[config.mk]
export PLATFORM = sky130hd
export DESIGN_NAME = param_pwm_compare
export DESIGN_NICKNAME = d
export VERILOG_FILES = /design/src/rtl/param_pwm_pkg.sv /design/src/rtl/param_wrap_detect.sv /design/src/rtl/param_pwm_compare.sv
export SDC_FILE = /design/constraint.sdc
export NUM_CORES = 1
export LEC_CHECK = 0
export ABC_AREA = 1
export CORE_UTILIZATION = 55
export CTS_BUF_LIST = sky130_fd_sc_hd__clkbuf_4
export DETAILED_ROUTE_END_ITERATION = 6
export DONT_BUFFER_PORTS = 1
export PLACE_DENSITY = 0.79
export SETUP_SLACK_MARGIN = 0.05
export SYNTH_ARGS = -nofsm -noshare
export SYNTH_HDL_FRONTEND = slang
export SYNTH_HIERARCHICAL = 1
export SYNTH_SLANG_ARGS = --single-unit
[constraint.sdc]
create_clock -name clk -period 4.4 [get_ports clk]
set_input_delay 0 -clock clk [delete_from_list [all_inputs] [get_ports clk]]
set_output_delay 0 -clock clk [all_outputs]
set_load 0.01 [all_outputs]
[src/rtl/param_pwm_pkg.sv]
// Shared types and helpers for the PWM compare channel.
//   pwm_state_e : channel FSM state
//   cnt_width() : counter/duty width for a given modulus
//   pwm_cfg_t   : duty/mode payload carried through the shadow registers
package param_pwm_pkg;

  // Widest duty the payload can carry; a 32-bit modulus never needs more.
  localparam int unsigned DUTY_W_MAX = 32;

  typedef enum logic [1:0] {
    ST_IDLE = 2'd0,
    ST_RUN  = 2'd1,
    ST_DONE = 2'd2
  } pwm_state_e;

  typedef struct packed {
    logic [DUTY_W_MAX-1:0] duty;
    logic                  oneshot;
  } pwm_cfg_t;

  // Counter width for modulus mod; never narrower than one bit.
  function automatic int unsigned cnt_width(input int unsigned mod);
    return (mod > 1) ? int'($clog2(mod)) : 1;
  endfunction

endpackage

[src/rtl/param_wrap_detect.sv]
// Wrap detector for an upstream modulo counter.
// Ports:
//   clk, rst_ : clock, async active-low reset
//   cnt_in    : sampled counter value
//   wrap_c    : combinational, high when cnt_in dropped below last cycle's value
module param_wrap_detect #(
  parameter int unsigned W = 16
) (
  input  logic         clk,
  input  logic         rst_,
  input  logic [W-1:0] cnt_in,
  output logic         wrap_c
);

  logic [W-1:0] cnt_prev_q;
  logic [W-1:0] cnt_prev_d;

  always_comb begin : prev_next
    cnt_prev_d = cnt_in;
  end

  always_ff @(posedge clk or negedge rst_) begin : prev_reg
    if (!rst_) begin
      cnt_prev_q <= '0;
    end else begin
      cnt_prev_q <= cnt_prev_d;
    end
  end

  // A stalled (equal) counter is not a wrap.
  assign wrap_c = (cnt_in < cnt_prev_q);

endmodule

[src/rtl/param_pwm_compare.sv]
// PWM compare channel fed by an external modulo counter.
// Ports:
//   clk, rst_     : clock, async active-low reset
//   cnt_in        : upstream counter value (0..MOD-1)
//   en            : run enable (level)
//   cfg_valid/cfg_ready, cfg_duty, cfg_oneshot : shadow-config handshake
//   pwm_out       : registered PWM (cnt_in < active duty while running)
//   match_pulse   : strobe when cnt_in hits a nonzero active duty in RUN
//   period_pulse  : strobe on counter wrap in RUN
//   busy          : channel is (about to be) in RUN
module param_pwm_compare
  import param_pwm_pkg::*;
#(
  parameter  int unsigned MOD = 40000,
  localparam int unsigned W   = cnt_width(MOD)
) (
  input  logic         clk,
  input  logic         rst_,
  input  logic [W-1:0] cnt_in,
  input  logic         en,
  input  logic         cfg_valid,
  output logic         cfg_ready,
  input  logic [W-1:0] cfg_duty,
  input  logic         cfg_oneshot,
  output logic         pwm_out,
  output logic         match_pulse,
  output logic         period_pulse,
  output logic         busy
);

  logic wrap_c;

  pwm_state_e state_q, state_d;
  pwm_cfg_t   pend_q, pend_d;
  pwm_cfg_t   act_q, act_d;
  logic       pend_valid_q, pend_valid_d;
  logic       act_valid_q, act_valid_d;
  logic       pwm_q, pwm_d;
  logic       match_q, match_d;
  logic       period_q, period_d;
  logic       busy_q, busy_d;
  logic       ready_q, ready_d;

  logic                  xfer_c;
  logic                  load_c;
  logic                  run_now_c;
  logic                  run_next_c;
  logic [DUTY_W_MAX-1:0] cnt_ext_c;
  logic [DUTY_W_MAX-1:0] duty_eff_c;

  param_wrap_detect #(
    .W (W)
  ) u_wrap (
    .clk    (clk),
    .rst_   (rst_),
    .cnt_in (cnt_in),
    .wrap_c (wrap_c)
  );

  // Shadow slot: accept into pending when free, promote to active on wrap.
  // A transfer needs an empty slot and a load needs a full one, so both
  // can never happen in the same cycle.
  always_comb begin : shadow_next
    xfer_c       = cfg_valid && !pend_valid_q;
    load_c       = wrap_c && pend_valid_q;
    pend_d       = pend_q;
    pend_valid_d = pend_valid_q;
    act_d        = act_q;
    act_valid_d  = act_valid_q;
    if (load_c) begin
      act_d        = pend_q;
      act_valid_d  = 1'b1;
      pend_valid_d = 1'b0;
    end
    if (xfer_c) begin
      pend_d.duty    = DUTY_W_MAX'(cfg_duty);
      pend_d.oneshot = cfg_oneshot;
      pend_valid_d   = 1'b1;
    end
  end

  // FSM next state and registered-output next values.
  always_comb begin : fsm_next
    state_d = state_q;
    unique case (state_q)
      ST_IDLE: begin
        if (wrap_c && en && (act_valid_q || pend_valid_q)) begin
          state_d = ST_RUN;
        end
      end
      ST_RUN: begin
        // Oneshot decision uses the mode active before any wrap-time load.
        if (!en) begin
          state_d = ST_IDLE;
        end else if (wrap_c && act_q.oneshot) begin
          state_d = ST_DONE;
        end
      end
      ST_DONE: begin
        if (!en) begin
          state_d = ST_IDLE;
        end
      end
      default: state_d = ST_IDLE;
    endcase

    run_now_c  = (state_q == ST_RUN);
    run_next_c = (state_d == ST_RUN);
    cnt_ext_c  = DUTY_W_MAX'(cnt_in);
    duty_eff_c = act_d.duty;  // post-load duty when a load happens this cycle

    pwm_d    = run_next_c && (cnt_ext_c < duty_eff_c);
    match_d  = run_now_c && (cnt_ext_c == duty_eff_c) && (duty_eff_c != '0);
    period_d = run_now_c && wrap_c;
    busy_d   = run_next_c;
    ready_d  = !pend_valid_d;
  end

  always_ff @(posedge clk or negedge rst_) begin : regs
    if (!rst_) begin
      state_q      <= ST_IDLE;
      pend_q       <= '0;
      act_q        <= '0;
      pend_valid_q <= 1'b0;
      act_valid_q  <= 1'b0;
      pwm_q        <= 1'b0;
      match_q      <= 1'b0;
      period_q     <= 1'b0;
      busy_q       <= 1'b0;
      ready_q      <= 1'b1;
    end else begin
      state_q      <= state_d;
      pend_q       <= pend_d;
      act_q        <= act_d;
      pend_valid_q <= pend_valid_d;
      act_valid_q  <= act_valid_d;
      pwm_q        <= pwm_d;
      match_q      <= match_d;
      period_q     <= period_d;
      busy_q       <= busy_d;
      ready_q      <= ready_d;
    end
  end

  assign pwm_out      = pwm_q;
  assign match_pulse  = match_q;
  assign period_pulse = period_q;
  assign busy         = busy_q;
  assign cfg_ready    = ready_q;

endmodule

==> Word level (Yosys, flattened, before mapping) <==
Cells that the tools add are included.
Widths: inputs -> output; s select.
{ "totals": {"ff_bits": 75, "in_bits": 37, "out_inout_bits": 5} }
{ "classes": {"order_cmp": 2, "eq_ne": 4, "n_mux": 8, "n_reduce_logical": 14} }
{ "op_table": {"columns": ["cell", "n"], "rows": [
  ["$mux 33", 1],
  ["$eq 16x32->1", 1],
  ["$lt 16x32->1", 1],
  ["$reduce_bool 32->1", 1],
  ["$lt 16x16->1", 1],
  ["$logic_and 1x1->1", 9],
  ["$mux 2", 4],
  ["$pmux 2 s3", 1],
  ["$eq 2x1->1 const B", 2],
  ["$eq 2x2->1 const B", 1],
  ["$logic_not 1->1", 2],
  ["$logic_not 2->1", 1],
  ["$mux 1", 2],
  ["$logic_or 1x1->1", 1]
]} }

==> Logic depth before layout (Yosys ltp) <==
{ "depth": {"word_depth": 7, "depth_mapped": 25} }

==> Hierarchy <==
Netlist, hierarchy kept.
{ "by_module_without_submodules": {"columns": ["module", "instances", "cells_each", "area_per_inst_um2"], "rows": [
  ["param_pwm_compare", 1, 281, 2645.0],
  ["param_wrap_detect", 1, 82, 799.5]
]} }

==> Worst setup path after synthesis <==
Ideal clock, no wire load.
{ "synth_timing": {"kind": "reg2reg", "start": "register u_wrap.cnt_prev_q[5]", "end": "register match_q, in the netlist match_pulse", "setup_ns": 0.072, "t_arrival_ns": 2.628, "t_required_ns": 4.328, "setup_slack_ns": 1.701, "stages_incl_launch_ff": 21, "path_buffers": 1, "period_less_slack_ns": 2.699, "path_cell_list": "dfrtp_1 > inv_1 > ha_1 > a21oi_1 > nor2_1 > nor3_2 > nand2_1 > a21oi_1 > nand2_2 > inv_2 > buf_6 > nand2_1 > nand2_1 > inv_1 > ha_1 > nand2_1 > nor2_1 > nand4_1 > nor4_1 > nand4_1 > nor2_1"} }
{ "synth_lines": {"columns": ["item", "line_no", "text"], "rows": [
  ["start, declared", "param_wrap_detect.sv:15", "logic [W-1:0] cnt_prev_q;"],
  ["start signal, assigned", "param_wrap_detect.sv:26", "cnt_prev_q <= cnt_prev_d;"],
  ["end signal, assigned", "param_pwm_compare.sv:138", "match_q <= match_d;"],
  ["end, declared", "param_pwm_compare.sv:39", "logic match_q, match_d;"]
]} }

==> flow_summary.json <==
{
  "yosys-top-cells-count": "nand2_1 (75), dfrtp_1 (74), inv_1 (70), nor2_1 (37), ha_1 (30)",
  "synth_top_area_share_pct": 53.8,
  "synth_nets": 430,
  "cts_buffers": 9,
  "cts.path.max_buffers": 2,
  "rsz0062_at_grt": "no",
  "die_w_um": 81.1,
  "cpMostUsedCell": "nand2_1",
  "gr-total-overflow": 0,
  "cts_setup_buffers": 0,
  "clkTransAtPathRegs_ps": 120,
  "final-setup-viol-count": 0,
  "max_cap_viol_count": 0,
  "core_area_um2": 5990,
  "fin_tns_setup_ps": 0,
  "post-dp-hpwl_mm": 4.44,
  "crit_arrival_ps": 4240,
  "cts.sinks": 75,
  "post-place-ws_ps": 629,
  "synth.most_common_cell": "nand2_1",
  "critPathKind": "flip-flop to flip-flop",
  "die_area_um2": 6580,
  "async_flop_share_pct": 100,
  "min_period_ps": 3880,
  "grt_pass1_vias": 2507,
  "power_density_nw_per_um2": 452,
  "portBuffers": 0,
  "grt_max_degree": 76,
  "rr_worst_depth": 19,
  "status": "finished clean",
  "cp_slowest_stage_delay_ps": 470,
  "relSlewSlack_pct": 42.3,
  "drt_iter0_drc": 109,
  "finalCritPeriodShare_pct": 88.2,
  "syn_area_per_cell_um2": 9.49,
  "worst_slack_ps": 518,
  "leakage_nw": 2.07,
  "routedWlPerCell_um": 14.0,
  "fmax_mhz": 258,
  "start_util_pct": 57.5,
  "slowest_stage": "inv_2",
  "die_h_um": 81.1,
  "synth_area_leader_cell": "dfrtp_1",
  "cp_max_fo": 30,
  "cts_tree": "yes",
  "synth_ff_type": "dfrtp_1",
  "drv_slew": 0,
  "num_io_pins": 42,
  "synth_area_um2": 3440,
  "placed_cells": 431,
  "hold_path_depth": 6,
  "grt_pass1_wl_mm": 11.2,
  "antenna_found_initial": 0,
  "crit_chain": "inv_1 > ha_1 > a21oi_1 > o21ai_0 > nand2_1 > nand3_1 > a21oi_1 > nand2_2 > inv_2 > nand2_1 > nand2_1 > inv_1 > ha_1 > nand2_1 > nor2_1 > nand4_1 > nor4_1 > nand4_1 > nor2_1",
  "grt_usage_pct": 23.9,
  "post-route-util_pct": 66.8,
  "fin_cells": 482,
  "htreeDepth": 3,
  "design_power_total_mw": 1.81,
  "yosys_warnings": 6,
  "ys_seq_area_share_pct": 54.5,
  "skew_ps": 12.2,
  "placementRows": 28,
  "hold_class": "input port to flip-flop",
  "synth_edf_count": 0,
  "hold_end": "pwm_out$_DFF_PN0_",
  "fillers": 469,
  "r2r_end": "match_pulse$_DFF_PN0_",
  "min-delay-start": "cnt_in[10]",
  "worstSkewPairLatency_ps": 430,
  "root_buffer": "clkbuf_4",
  "r2r-start": "u_wrap/cnt_prev_q[11]$_DFF_PN0_",
  "antenna_left": 0,
  "crit_path_start_kind": "flip-flop",
  "vias_per_cell": 5.07,
  "syn2layout_area_growth_pct": 16.1,
  "diodes": 0,
  "synthDistinctLibCells": 24,
  "drt_wl_total_mm": 6.75,
  "ys_seq_elements": 75,
  "layout-drive-gt1-share_pct": 8.60,
  "drt-pass1-iter-count": 5,
  "tightest_slew_ps": 864,
  "gp_congestion": 0.896,
  "regArea_um2": 1880,
  "dr_total_vias": 2444,
  "multi_input_area_um2": 1250,
  "ys_top_cells_by_area": "dfrtp_1 (54%), ha_1 (11%), nand2_1 (8.2%), inv_1 (7.6%), nor2_1 (4.0%)",
  "r2r_slack_ps": 520,
  "fin_nets": 470,
  "cp.required_ps": 4760,
  "route.detailed.drc": 0,
  "synth_cells": 363,
  "ir_worst_vdd_mv": 0.327,
  "finalHoldViolCount": 0,
  "critPathCaptureType": "flip-flop"
}
## worst max path at each step
stage / startpoint / endpoint / slack, ps / depth (start not counted)
CTS: u_wrap/cnt_prev_q[5]$_DFF_PN0_ / match_pulse$_DFF_PN0_ / 560 / 19
global route: u_wrap/cnt_prev_q[9]$_DFF_PN0_ / match_pulse$_DFF_PN0_ / 210 / 19
detailed placement: u_wrap/cnt_prev_q[5]$_DFF_PN0_ / match_pulse$_DFF_PN0_ / 630 / 19
finish: u_wrap/cnt_prev_q[11]$_DFF_PN0_ / match_pulse$_DFF_PN0_ / 520 / 19
floorplan: u_wrap/cnt_prev_q[5]$_DFF_PN0_ / match_pulse$_DFF_PN0_ / 1700 / 20
global placement: u_wrap/cnt_prev_q[5]$_DFF_PN0_ / match_pulse$_DFF_PN0_ / 680 / 19
## power breakdown
group          total, mW  internal, mW  switching [mW]  leakage (nW)
registers          0.883         0.825          0.0578         0.925
logic              0.509         0.200           0.309          1.08
clock network      0.416         0.171           0.245        0.0680
total               1.81          1.20           0.612          2.07
## cell usage in the layout, fill, tap and decap left out, drive strengths merged
| cell type | synthesis | final |
|---|---|---|
| nand3 | 5 | 5 |
| a21oi | 21 | 21 |
| a41oi | 2 | 2 |
| o22ai | 1 | 1 |
| buf | 6 | 1 |
| inv | 71 | 71 |
| bufinv | 0 | 1 |
| o21ai | 10 | 10 |
| a211oi | 1 | 1 |
| dfrtp | 74 | 74 |
| dlygate4sd3 | 0 | 35 |
| nor4 | 4 | 4 |
| nand4 | 5 | 5 |
| nor3 | 4 | 4 |
| mux2 | 12 | 12 |
| clkbuf | 1 | 9 |
| clkinv | 0 | 3 |
| nor2 | 37 | 37 |
| clkinvlp | 0 | 2 |
| or2 | 2 | 2 |
| ha | 30 | 30 |
| dfstp | 1 | 1 |
| nand2 | 76 | 76 |
## cells by family (layout without fill, tap and decap cells)
family | after synthesis | count (layout) | synth area share [%]
AOI/OAI and AO/OA | 35 | 35 | 5.41
DFF | 75 | 75 | 54.5
muxes | 12 | 12 | 3.92
and+or+nand+nor | 133 | 133 | 16.0
adders and majority gates | 30 | 30 | 10.9
buffers and inverters | 78 | 122 | 9.26
## flip-flops by register name, indices dropped and copies added (netlist names)
register	count
u_wrap/cnt_prev_q	16
period_pulse	1
state_q	2
match_pulse	1
busy	1
cfg_ready	1
act_q	33
pend_q	17
pwm_out	1
pend_valid_q	1
act_valid_q	1
## metrics by stage
step	instance area (um2)	hold WS, ps
6_report	4000	29.6
5_1_grt	4000	55.6
4_1_cts	4000	7.22
3_5_place_dp	3490	-294
3_3_place_gp	3490	-294
2_1_floorplan	3440	-296
## area by class of cell
class                      instances  area share, %
clock buffer                       9           1.69
clock inverter                     6           1.69
inverter                          71           6.66
multi-input combinational        210           31.2
sequential                        75           47.0
tap                               75           2.35
timing repair buffer              36           9.45
## worst max-delay path: cells and delay by family (launching register included)
family / cells / cell delay, ps
compound gates: 3 / 720
flops: 1 / 340
fa+ha+maj: 2 / 570
buf+inv: 3 / 570
simple gates: 11 / 1610
## routing by layer
metal,GRT usage [%],share of wire (%),vias to the layer above,wire (um)
li1,-,-,1220,-
met1,29.2,44,1148,3000
met2,38.6,48,59,3250
met3,7.42,4.6,17,312
met4,11.4,2.7,0,183
met5,0,0,-,0
## repair_timing
| action | CTS | global route |
|---|---|---|
| gates resized for setup | 0 | 0 |
| hold buffers | 36 | 0 |
| hold endpoints to repair | 113 | 0 |
Note: power is estimated with default switching activity, not from simulation.
